===== src/rtl/busio_pkg.sv =====
// Shared definitions for the serial configuration bus master.
// Holds command/error codes, FSM states, frame sizes and the reply framer.
package busio_pkg;

    localparam logic [7:0] CMD_WR    = 8'h01;
    localparam logic [7:0] CMD_RD    = 8'h02;
    localparam logic [7:0] CMD_BURST = 8'h03;
    localparam logic [7:0] CMD_ERR   = 8'hEE;

    localparam logic [7:0] ERR_LEN = 8'd1;
    localparam logic [7:0] ERR_CMD = 8'd2;
    localparam logic [7:0] ERR_TMO = 8'd3;

    localparam int RX_FRAME = 12;
    localparam int TX_FRAME = 13;

    typedef enum logic [3:0] {
        IDLE, DECODE, WRITE, RDREQ, RDWAIT,
        LOAD, REPLY, NEXT, ERR, DONE
    } state_t;

    // Reply byte: 0, 1, flag, 8 bits MSB first, 0, 0
    function automatic logic [TX_FRAME-1:0] tx_frame(
        input logic       flag,
        input logic [7:0] b
    );
        return {2'b01, flag, b, 2'b00};
    endfunction

endpackage


===== src/rtl/serbus_deframer.sv =====
// Serial deframer: 12-bit frame detect, message buffer and command dispatch.
// Ports: clk, rst, serialin in; exec pulse, cmd byte, msg snapshot, nbytes out.
module serbus_deframer
    import busio_pkg::*;
#(
    parameter int AW = 16,
    parameter int DW = 16
) (
    input  logic             clk,
    input  logic             rst,
    input  logic             serialin,
    output logic             exec,
    output logic [7:0]       cmd,
    output logic [AW+DW-1:0] msg,
    output logic [3:0]       nbytes
);
    localparam int BW = AW + DW;

    logic [RX_FRAME-1:0] sr;
    logic [BW-1:0]       buffer;
    logic [3:0]          cnt;
    logic                det;

    assign det = sr[RX_FRAME-1] & ~sr[1] & ~sr[0];

    always_ff @(posedge clk or posedge rst) begin
        if (rst) begin
            sr     <= '0;
            buffer <= '0;
            cnt    <= '0;
            exec   <= 1'b0;
            cmd    <= '0;
            msg    <= '0;
            nbytes <= '0;
        end else begin
            exec <= 1'b0;
            if (det) begin
                // The bit arriving on the detect edge is dropped with the clear
                sr <= '0;
                if (sr[10]) begin
                    exec   <= 1'b1;
                    cmd    <= sr[9:2];
                    msg    <= buffer;
                    nbytes <= cnt;
                    buffer <= '0;
                    cnt    <= '0;
                end else begin
                    buffer <= {buffer[BW-9:0], sr[9:2]};
                    if (cnt != 4'd15) cnt <= cnt + 4'd1;
                end
            end else begin
                sr <= {sr[RX_FRAME-2:0], serialin};
            end
        end
    end

endmodule


===== src/rtl/serbus_master.sv =====
// Serial bus master: executes WRITE/READ/BURST on the register bus and replies.
// Ports: serial in/out, wr/rd/addr/wrdata/rddata/ack bus, four event counters.
module serbus_master
    import busio_pkg::*;
#(
    parameter int AW       = 16,
    parameter int DW       = 16,
    parameter int TIMEOUT  = 255,
    parameter int MAXBURST = 255
) (
    input  logic          clk,
    input  logic          rst,
    input  logic          serialin,
    output logic          serialout,
    output logic          wr,
    output logic          rd,
    output logic [AW-1:0] addr,
    output logic [DW-1:0] wrdata,
    input  logic [DW-1:0] rddata,
    input  logic          ack,
    output logic [15:0]   wrcount,
    output logic [15:0]   rdcount,
    output logic [15:0]   errcount,
    output logic [15:0]   ovrcount
);
    localparam int NB  = DW / 8;
    localparam int BW  = AW + DW;
    localparam int TXW = (NB + 1) * TX_FRAME;

    logic          exec;
    logic [7:0]    cmd;
    logic [BW-1:0] msg;
    logic [3:0]    nbytes;

    serbus_deframer #(.AW(AW), .DW(DW)) u_deframer (
        .clk      (clk),
        .rst      (rst),
        .serialin (serialin),
        .exec     (exec),
        .cmd      (cmd),
        .msg      (msg),
        .nbytes   (nbytes)
    );

    state_t         state, next;
    logic [7:0]     op, rem, errcode, bcount, dec_err;
    logic [DW-1:0]  rdword;
    logic           got;
    logic [15:0]    tcnt;
    logic [TXW-1:0] txsr, txvec;
    logic [7:0]     txcnt, txlen;

    assign bcount    = msg[AW +: 8];
    assign serialout = (state == REPLY) & txsr[TXW-1];

    always_comb begin
        dec_err = '0;
        case (cmd)
            CMD_WR:
                if (nbytes != 4'(BW/8)) dec_err = ERR_LEN;
            CMD_RD:
                if (nbytes != 4'(AW/8)) dec_err = ERR_LEN;
            CMD_BURST:
                if (nbytes != 4'(AW/8 + 1) || bcount == 8'd0 ||
                    bcount > 8'(MAXBURST))
                    dec_err = ERR_LEN;
            default:
                dec_err = ERR_CMD;
        endcase
    end

    always_ff @(posedge clk or posedge rst) begin
        if (rst) state <= IDLE;
        else     state <= next;
    end

    always_comb begin
        next = state;
        unique case (state)
            IDLE:   if (exec) next = DECODE;
            DECODE: begin
                if (dec_err != 8'd0)  next = ERR;
                else if (cmd == CMD_WR) next = WRITE;
                else                  next = RDREQ;
            end
            WRITE:  next = LOAD;
            RDREQ:  next = RDWAIT;
            RDWAIT: begin
                if (got || ack)                  next = LOAD;
                else if (tcnt == 16'(TIMEOUT))   next = ERR;
            end
            LOAD:   next = REPLY;
            REPLY:  if (txcnt == 8'd1) next = NEXT;
            NEXT:   next = (rem != 8'd0) ? RDREQ : DONE;
            ERR:    next = REPLY;
            DONE:   next = IDLE;
            default: next = IDLE;
        endcase
    end

    // Reply image, MSB first; a read word carries the command byte only when last
    always_comb begin
        txvec = '0;
        txlen = '0;
        if (state == ERR) begin
            txvec[TXW-1 -: 2*TX_FRAME] = {tx_frame(1'b0, errcode),
                                          tx_frame(1'b1, CMD_ERR)};
            txlen = 8'(2*TX_FRAME);
        end else if (op == CMD_WR) begin
            txvec[TXW-1 -: TX_FRAME] = tx_frame(1'b1, CMD_WR);
            txlen = 8'(TX_FRAME);
        end else begin
            for (int i = 0; i < NB; i++)
                txvec[TXW-1-TX_FRAME*i -: TX_FRAME] =
                    tx_frame(1'b0, rdword[DW-1-8*i -: 8]);
            txlen = 8'(NB*TX_FRAME);
            if (rem == 8'd0) begin
                txvec[TX_FRAME-1:0] = tx_frame(1'b1, op);
                txlen = 8'(TXW);
            end
        end
    end

    always_ff @(posedge clk or posedge rst) begin
        if (rst) begin
            wr <= 1'b0;  rd <= 1'b0;  addr <= '0;  wrdata <= '0;
            op <= '0;    rem <= '0;   errcode <= '0;
            rdword <= '0; got <= 1'b0; tcnt <= '0;
            txsr <= '0;  txcnt <= '0;
            wrcount <= '0; rdcount <= '0; errcount <= '0; ovrcount <= '0;
        end else begin
            wr <= 1'b0;
            if (exec && state != IDLE) ovrcount <= ovrcount + 16'd1;
            unique case (state)
                DECODE: begin
                    op  <= cmd;
                    rem <= '0;
                    if (dec_err != 8'd0) begin
                        errcode  <= dec_err;
                        errcount <= errcount + 16'd1;
                    end else begin
                        addr <= msg[AW-1:0];
                        if (cmd == CMD_WR) begin
                            wrdata <= msg[BW-1:AW];
                            wr     <= 1'b1;
                        end else begin
                            if (cmd == CMD_BURST) rem <= bcount - 8'd1;
                            rd   <= 1'b1;
                            got  <= 1'b0;
                            tcnt <= 16'd1;
                        end
                    end
                end
                WRITE: wrcount <= wrcount + 16'd1;
                RDREQ: begin
                    // An ack seen alongside the first rd cycle is honoured
                    if (ack) begin
                        got    <= 1'b1;
                        rdword <= rddata;
                        rd     <= 1'b0;
                    end
                end
                RDWAIT: begin
                    if (got || ack) begin
                        if (!got) rdword <= rddata;
                        rd      <= 1'b0;
                        rdcount <= rdcount + 16'd1;
                    end else if (tcnt == 16'(TIMEOUT)) begin
                        rd       <= 1'b0;
                        rem      <= '0;
                        errcode  <= ERR_TMO;
                        errcount <= errcount + 16'd1;
                    end else begin
                        tcnt <= tcnt + 16'd1;
                    end
                end
                LOAD, ERR: begin
                    txsr  <= txvec;
                    txcnt <= txlen;
                end
                REPLY: begin
                    txsr  <= txsr << 1;
                    txcnt <= txcnt - 8'd1;
                end
                NEXT: begin
                    if (rem != 8'd0) begin
                        addr <= addr + 1'b1;
                        rem  <= rem - 8'd1;
                        rd   <= 1'b1;
                        got  <= 1'b0;
                        tcnt <= 16'd1;
                    end
                end
                default: ;
            endcase
        end
    end

endmodule

===== config.mk =====
export PLATFORM = sky130hd
export DESIGN_NAME = serbus_master
export DESIGN_NICKNAME = d
export VERILOG_FILES = /design/src/rtl/busio_pkg.sv /design/src/rtl/serbus_deframer.sv /design/src/rtl/serbus_master.sv
export SDC_FILE = /design/constraint.sdc
export NUM_CORES = 1
export LEC_CHECK = 0
export CAP_MARGIN = 20
export CELL_PAD_IN_SITES_DETAIL_PLACEMENT = 1
export CELL_PAD_IN_SITES_GLOBAL_PLACEMENT = 2
export CORE_AREA = 2 2 219 221
export DETAILED_ROUTE_END_ITERATION = 12
export DIE_AREA = 0 0 221 223
export DONT_BUFFER_PORTS = 1
export PLACE_DENSITY = 0.54
export SYNTH_ARGS = -nofsm -noshare
export SYNTH_HDL_FRONTEND = slang
export SYNTH_SLANG_ARGS = --single-unit

===== constraint.sdc =====
create_clock -name clk -period 23 [get_ports clk]
set_input_delay 2.3 -clock clk [delete_from_list [all_inputs] [get_ports clk]]
set_output_delay 2.3 -clock clk [all_outputs]
set_load 0.1 [all_outputs]

==> results of run 1 <==
metrics by stage:
stage / power, mW / hold slack [ns]
floorplan: 1.25 / 0.430
global placement: 1.41 / 0.368
detailed placement: 1.42 / 0.371
CTS: 2.00 / 0.381
global route: 2.10 / 0.395
finish: 1.96 / 0.380
where the power goes:
| part | internal (mW) | total (mW) | switching (mW) | leakage [nW] |
|---|---|---|---|---|
| Clock | 0.339 | 0.564 | 0.226 | 0.584 |
| Combinational | 0.182 | 0.462 | 0.280 | 2.08 |
| Sequential | 0.641 | 0.934 | 0.294 | 3.83 |
Yosys cell counts (6+ instances only):
cell type,count
nor4_1,18
a221oi_1,16
o22ai_1,7
xnor2_1,50
buf_1,6
and2_1,19
o31ai_1,6
a22o_1,7
dfrtp_1,291
inv_1,22
and3_1,18
nor3_1,17
or3_1,7
nor2_1,117
xor2_1,20
ha_1,11
o21ai_1,7
a21oi_1,60
nand2_1,204
a31oi_1,13
nand4_1,31
mux2_2,69
o21ai_0,75
nand3_1,34
clkbuf_1,54
sequential cells by signal, indices dropped and copies added (netlist names):
register           cells
u_deframer.cmd         8
u_deframer.nbytes      4
got                    1
rdcount               16
errcode                2
op                     8
u_deframer.exec        1
u_deframer.buffer     32
rd                     1
rem                    8
u_deframer.cnt         4
u_deframer.sr         12
addr                  16
state                  4
wrdata                16
txcnt                  8
wrcount               16
ovrcount              16
tcnt                  16
u_deframer.msg        32
errcount              16
rdword                16
wr                     1
txsr                  37
kinds of logic after synthesis:
kind of cell,after synthesis,share of synthesized area (%)
AND/OR/NAND/NOR,501,18.0
flip-flops,291,56.0
AO/OA/AOI/OAI,234,11.4
buffers and inverters,86,2.56
multiplexers,72,6.21
XOR/XNOR,70,4.72
adder cells (fa/ha/maj),11,1.06
layout make-up:
class / instances / area [um^2]
fillers: 5203 / 32300
flip-flops and latches: 291 / 7280
multi-input cells: 888 / 5420
clock buffers: 55 / 1090
well taps: 615 / 769
repair buffers: 14 / 118
inverters: 23 / 93.8
clock inverters: 12 / 91.3
per-layer routing:
| metal | vias to the layer above | track usage (%) | part of all wire (%) |
|---|---|---|---|
| met5 | - | 0 | 0 |
| met4 | 0 | 4.37 | 2.0 |
| met2 | 130 | 23.0 | 47 |
| met1 | 4668 | 18.8 | 47 |
| li1 | 4441 | - | - |
| met3 | 46 | 3.08 | 4.0 |
layout by cell type, fill, tap and decap left out, drive strengths merged, types with 6 or more instances in the layout:
cell    count
mux2       69
a21oi      61
xnor2      50
a221oi     16
nor3       18
clkbuf     55
a31oi      13
ha         11
nand4      31
or3         7
xor2       20
nor4       20
a22o        7
o31ai       6
nor2      117
clkinv      9
nand3      34
dfrtp     291
and2       19
and3       18
buf        14
inv        24
nand2     204
o22ai       7
o21ai      82
worst max-delay path: stages (launching register included):
cell and delay [ns]:
dfrtp_1 0.57, nor2b_1 0.51, and3_1 0.23, buf_4 0.39, and2_1 0.85
worst min-delay path by stage:
stage | start | to | depth (start not counted)
floorplan | u_deframer.sr[1] | u_deframer.sr[2] | 1
global placement | u_deframer.sr[0] | u_deframer.sr[1] | 0
detailed placement | u_deframer.sr[1] | u_deframer.sr[2] | 0
CTS | u_deframer.sr[1] | u_deframer.sr[2] | 0
global route | u_deframer.sr[1] | u_deframer.sr[2] | 0
finish | u_deframer.sr[0] | u_deframer.sr[1] | 0
==> flow_metrics.env, run 1 <==
export IMPL_cp_startpoint="state[3]"
export IMPL_worst_slew_pin_slew_ns=1.10
export IMPL_hold_class="reg2reg"
export IMPL_cts_tree="yes"
export IMPL_placedCellCount=1830
export IMPL_run_status="complete, no violations"
export IMPL_fin_crit_sh_pct=23.6
export IMPL_nNetsFinal=1287
export IMPL_async_flop_share_pct=100
export IMPL_critPathMaxFanout=40
export IMPL_timing_rr_start="state[3]"
export IMPL_drc=0
export IMPL_cp_endpoint="serialout"
export IMPL_arrival_ns=3.13
export IMPL_core_area_um2=47100
export IMPL_port_buffers=0
export IMPL_rows=80
export IMPL_vias=9285
export IMPL_synth_top_area_cell="dfrtp_1"
export IMPL_first_iter_violations=493
export IMPL_grt_max_degree=109
export IMPL_synth_edf_count=0
export IMPL_synth_area_per_cell_um2=10.3
export IMPL_cts_resized=0
export IMPL_cts_setup_buffers=0
export IMPL_firstDrtPassIters=4
export IMPL_clkTransAtPathRegs_ns=0.06
export IMPL_die_h_um=223
export IMPL_r2r_end="tcnt[9]"
export IMPL_area_growth_syn_to_layout_pct=14.4
export IMPL_start_util_pct=27.6
export IMPL_antenna_found_initial=0
export IMPL_cts_htree_levels=2
export IMPL_cts_buffers=38
export IMPL_setup_violations=0
export IMPL_ys_types=71
export IMPL_ios=119
export IMPL_finalClockSkew_ns=0.0110
export IMPL_max_cap_viol_count=0
export IMPL_syn_num_nets=1296
export IMPL_start_kind="flop"
export IMPL_relSlewSlack_pct=27.0
export IMPL_routed_wl_um=34500
export IMPL_synth_top_cells_by_area="dfrtp_1, mux2_2, nand2_1, nor2_1, xnor2_1"
export IMPL_synth_top_area_share_pct=56.0
export IMPL_timing_final_ws_setup_ns=17.57
export IMPL_post_route_util_pct=31.5
export IMPL_cp_required_ns=20.70
export IMPL_peakVddDrop_v=0.0000889
export IMPL_ys_seq_area_share_pct=56.0
export IMPL_leakage_nw=6.50
export IMPL_synthCells=1265
export IMPL_gp_congestion=0.732
export IMPL_fin_tns_setup_ns=0
export IMPL_grt_usage_pct=14.1
export IMPL_hpwl_um=22900
export IMPL_grt_ovfl_total=0
export IMPL_die_w_um=221
export IMPL_wl_per_cell_um=18.2
export IMPL_power_per_cell_area_nw_per_um2=132
export IMPL_fmax_mhz=184
export IMPL_cts_sinks=291
export IMPL_grt_pass1_vias=9688
export IMPL_n_antenna_cell=0
export IMPL_postCtsHoldBufs=0
export IMPL_ant_nets=0
export IMPL_design_area_um2=14900
export IMPL_period_minus_slack_ns=5.43
export IMPL_synth_area_um2=13000
export IMPL_place_ws_ns=18.13
export IMPL_grt_pass1_wl_um=56300
export IMPL_ys_ff_latch=291
export IMPL_crit_type="reg2out"
export IMPL_critPathCaptureType="output port"
export IMPL_layout_drive_gt1_share_pct=12.4
export IMPL_die_area_um2=49300
export IMPL_cts_buffer_depth=3
export IMPL_worstSkewPairLatency_ns=0.54
export IMPL_drv_slew=0
export IMPL_instances_no_fill=1898
export IMPL_cts_root_buf="clkbuf_16"
export IMPL_routed_via_density=4.89
export IMPL_finalHoldViolCount=0
export IMPL_reg2regPathDepth=7
export IMPL_placed_cell_area_um2=13700
export IMPL_ys_flop_type="dfrtp_1"
export IMPL_rsz0062_at_grt="no"
export IMPL_reg2reg_slack_ns=19.38
export IMPL_yosysWarnings=0
No activity file was read; power rests on OpenSTA's default activity.
==> inputs of run 2 (changes only) <==
- ABC_AREA: default -> 1
- CORE_AREA: 2 2 219 221 -> 2 2 226 228
- DIE_AREA: 0 0 221 223 -> 0 0 228 230
- PLACE_DENSITY: 0.54 -> 0.57
- clock period: 23 -> 5.1 ns (I/O delays scaled with it)
==> flow_metrics.env, run 2 <==
export IMPL_grt_pass1_wl_um=61300
export IMPL_cts_setup_buffers=0
export IMPL_setup_violations=0
export IMPL_cts_buffer_depth=3
export IMPL_start_kind="flop"
export IMPL_routed_wl_um=37100
export IMPL_grt_usage_pct=14.4
export IMPL_peakVddDrop_v=0.000274
export IMPL_finalHoldViolCount=0
export IMPL_rows=82
export IMPL_synth_top_cells_by_area="dfrtp_1, nand2_1, inv_1, o21ai_0, nor2_1"
export IMPL_cts_root_buf="clkbuf_16"
export IMPL_grt_ovfl_total=0
export IMPL_die_h_um=230
export IMPL_hpwl_um=25200
export IMPL_synthCells=1603
export IMPL_area_growth_syn_to_layout_pct=13.6
export IMPL_die_w_um=228
export IMPL_gp_congestion=0.762
export IMPL_postCtsHoldBufs=0
export IMPL_critPathMaxFanout=50
export IMPL_antenna_found_initial=0
export IMPL_routed_via_density=4.55
export IMPL_fmax_mhz=321
export IMPL_synth_edf_count=0
export IMPL_yosysWarnings=0
export IMPL_synthSimpleGateAreaFrac_pct=22.6
export IMPL_synth_commonest_cells="nand2_1, dfrtp_1, inv_1"
export IMPL_n_antenna_cell=0
export IMPL_vias=10500
export IMPL_port_buffers=0
export IMPL_cp_required_ns=5.54
export IMPL_start_util_pct=27.7
export IMPL_nNetsFinal=1631
export IMPL_synth_area_um2=13800
export IMPL_synth_top_family_by_area="simple AND/OR/NAND/NOR gates"
export IMPL_ant_nets=0
export IMPL_synth_compound_area_share_pct=10.0
export IMPL_post_route_util_pct=31.5
export IMPL_drv_slew=0
export IMPL_wl_per_cell_um=16.2
export IMPL_period_minus_slack_ns=3.12
export IMPL_synth_top_area_share_pct=52.7
export IMPL_fin_crit_sh_pct=61.2
export IMPL_ys_seq_area_share_pct=52.7
export IMPL_async_flop_share_pct=100
export IMPL_largest_register_ffs=37
export IMPL_cp_startpoint="state[1]"
export IMPL_timing_rr_start="state[1]"
export IMPL_core_area_um2=49900
export IMPL_synthXorXnorAreaFrac_pct=4.63
export IMPL_grt_pass1_vias=11100
export IMPL_hold_class="in2async"
export IMPL_critPathCaptureType="flop"
export IMPL_cts_resized=0
export IMPL_final_common_cell="nand2_1"
export IMPL_run_status="complete, no violations"
export IMPL_placedCellCount=2231
export IMPL_synthAdderAreaFrac_pct=0.997
export IMPL_worst_slew_pin_slew_ns=1.09
export IMPL_muxShareOfSynthArea_pct=1.50
export IMPL_ys_flop_type="dfrtp_1"
export IMPL_synth_top_area_cell="dfrtp_1"
export IMPL_layout_drive_gt1_share_pct=9.41
export IMPL_leakage_nw=7.34
export IMPL_fin_tns_setup_ns=0
export IMPL_cts_tree="yes"
export IMPL_yosysMostFrequentCell="nand2_1"
export IMPL_final_cell_mix="nand2_1, dfrtp_1, inv_1, o21ai_0, nor2_1"
export IMPL_relSlewSlack_pct=27.2
export IMPL_arrival_ns=3.55
export IMPL_die_area_um2=52400
export IMPL_clkTransAtPathRegs_ns=0.06
export IMPL_cts_htree_levels=2
export IMPL_max_cap_viol_count=0
export IMPL_drc=0
export IMPL_ys_ff_latch=291
export IMPL_ios=119
export IMPL_firstDrtPassIters=4
export IMPL_top_register="txsr"
export IMPL_rsz0062_at_grt="no"
export IMPL_grt_max_degree=153
export IMPL_power_per_cell_area_nw_per_um2=619
export IMPL_syn_num_nets=1634
export IMPL_synth_area_per_cell_um2=8.61
export IMPL_crit_type="reg2reg"
export IMPL_instances_no_fill=2298
export IMPL_reg_top3="txsr (37), u_deframer.buffer (32), u_deframer.msg (32)"
export IMPL_cts_buffers=38
export IMPL_first_iter_violations=437
export IMPL_worstSkewPairLatency_ns=0.55
export IMPL_cts_sinks=291
export IMPL_finalClockSkew_ns=0.0194
export IMPL_ys_types=48
run 2: cell type report:
class | count | area (um^2)
Timing Repair Buffer | 11 | 128
Clock buffer | 57 | 1080
Fill cell | 5907 | 34200
Inverter | 199 | 756
Multi-Input combinational cell | 1059 | 5500
Sequential cell | 291 | 7280
Tap cell | 672 | 841
Clock inverter | 9 | 92.6
run 2: report_power, final:
part	total [mW]	switching (mW)	leakage, nW	internal [mW]
clock network	2.56	1.04	0.577	1.52
registers	4.82	1.85	3.80	2.97
logic	2.33	1.54	2.97	0.791
run 2: final timing paths:
path / to / slack, ns / cells after the start
min in group clk: u_deframer.sr[0] / 0.08 / 2
worst max-delay path: txsr[23] / 1.98 / 8
worst min-delay path: wrdata[5] / 0.004 / 2
max in group asynchronous: rdcount[4] / 4.24 / 2
worst min register to register: u_deframer.sr[1] / 0.44 / 0
worst max register to register: txsr[23] / 1.98 / 8
run 2: per-layer routing:
metal	vias to the layer above	share of wire, %	GRT usage (%)
met3	43	3.3	2.53
met5	-	0	0
li1	5157	-	-
met2	114	48	24.5
met1	5143	47	18.7
met4	0	2.0	4.31
run 2: cells by family after synthesis:
| family | after synthesis |
|---|---|
| adders and majority gates | 11 |
| and+or+nand+nor | 702 |
| buffers and inverters | 253 |
| AOI/OAI and AO/OA | 255 |
| DFF | 291 |
| muxes | 18 |
| xor gates and xnor gates | 73 |
run 2: through the flow:
stage	power, mW	cell area [um^2]	worst slack, ns	hold slack (ns)
6_report	9.71	15700	1.98	0.00425
5_1_grt	10.4	15700	1.61	0.0726
4_1_cts	9.90	15700	1.88	0.0419
3_5_place_dp	7.24	14500	1.88	0.425
3_3_place_gp	7.18	14500	1.96	0.414
2_1_floorplan	6.54	13800	0.729	0.442
run 2: worst max-delay path, stage by stage, from the launching register on:
cell,delay (ns)
dfrtp_1,0.41
inv_1,0.07
nor2_2,0.16
nand2_2,0.25
inv_2,0.55
nor2_1,0.18
nand2_2,0.74
inv_2,0.26
a221o_1,0.35
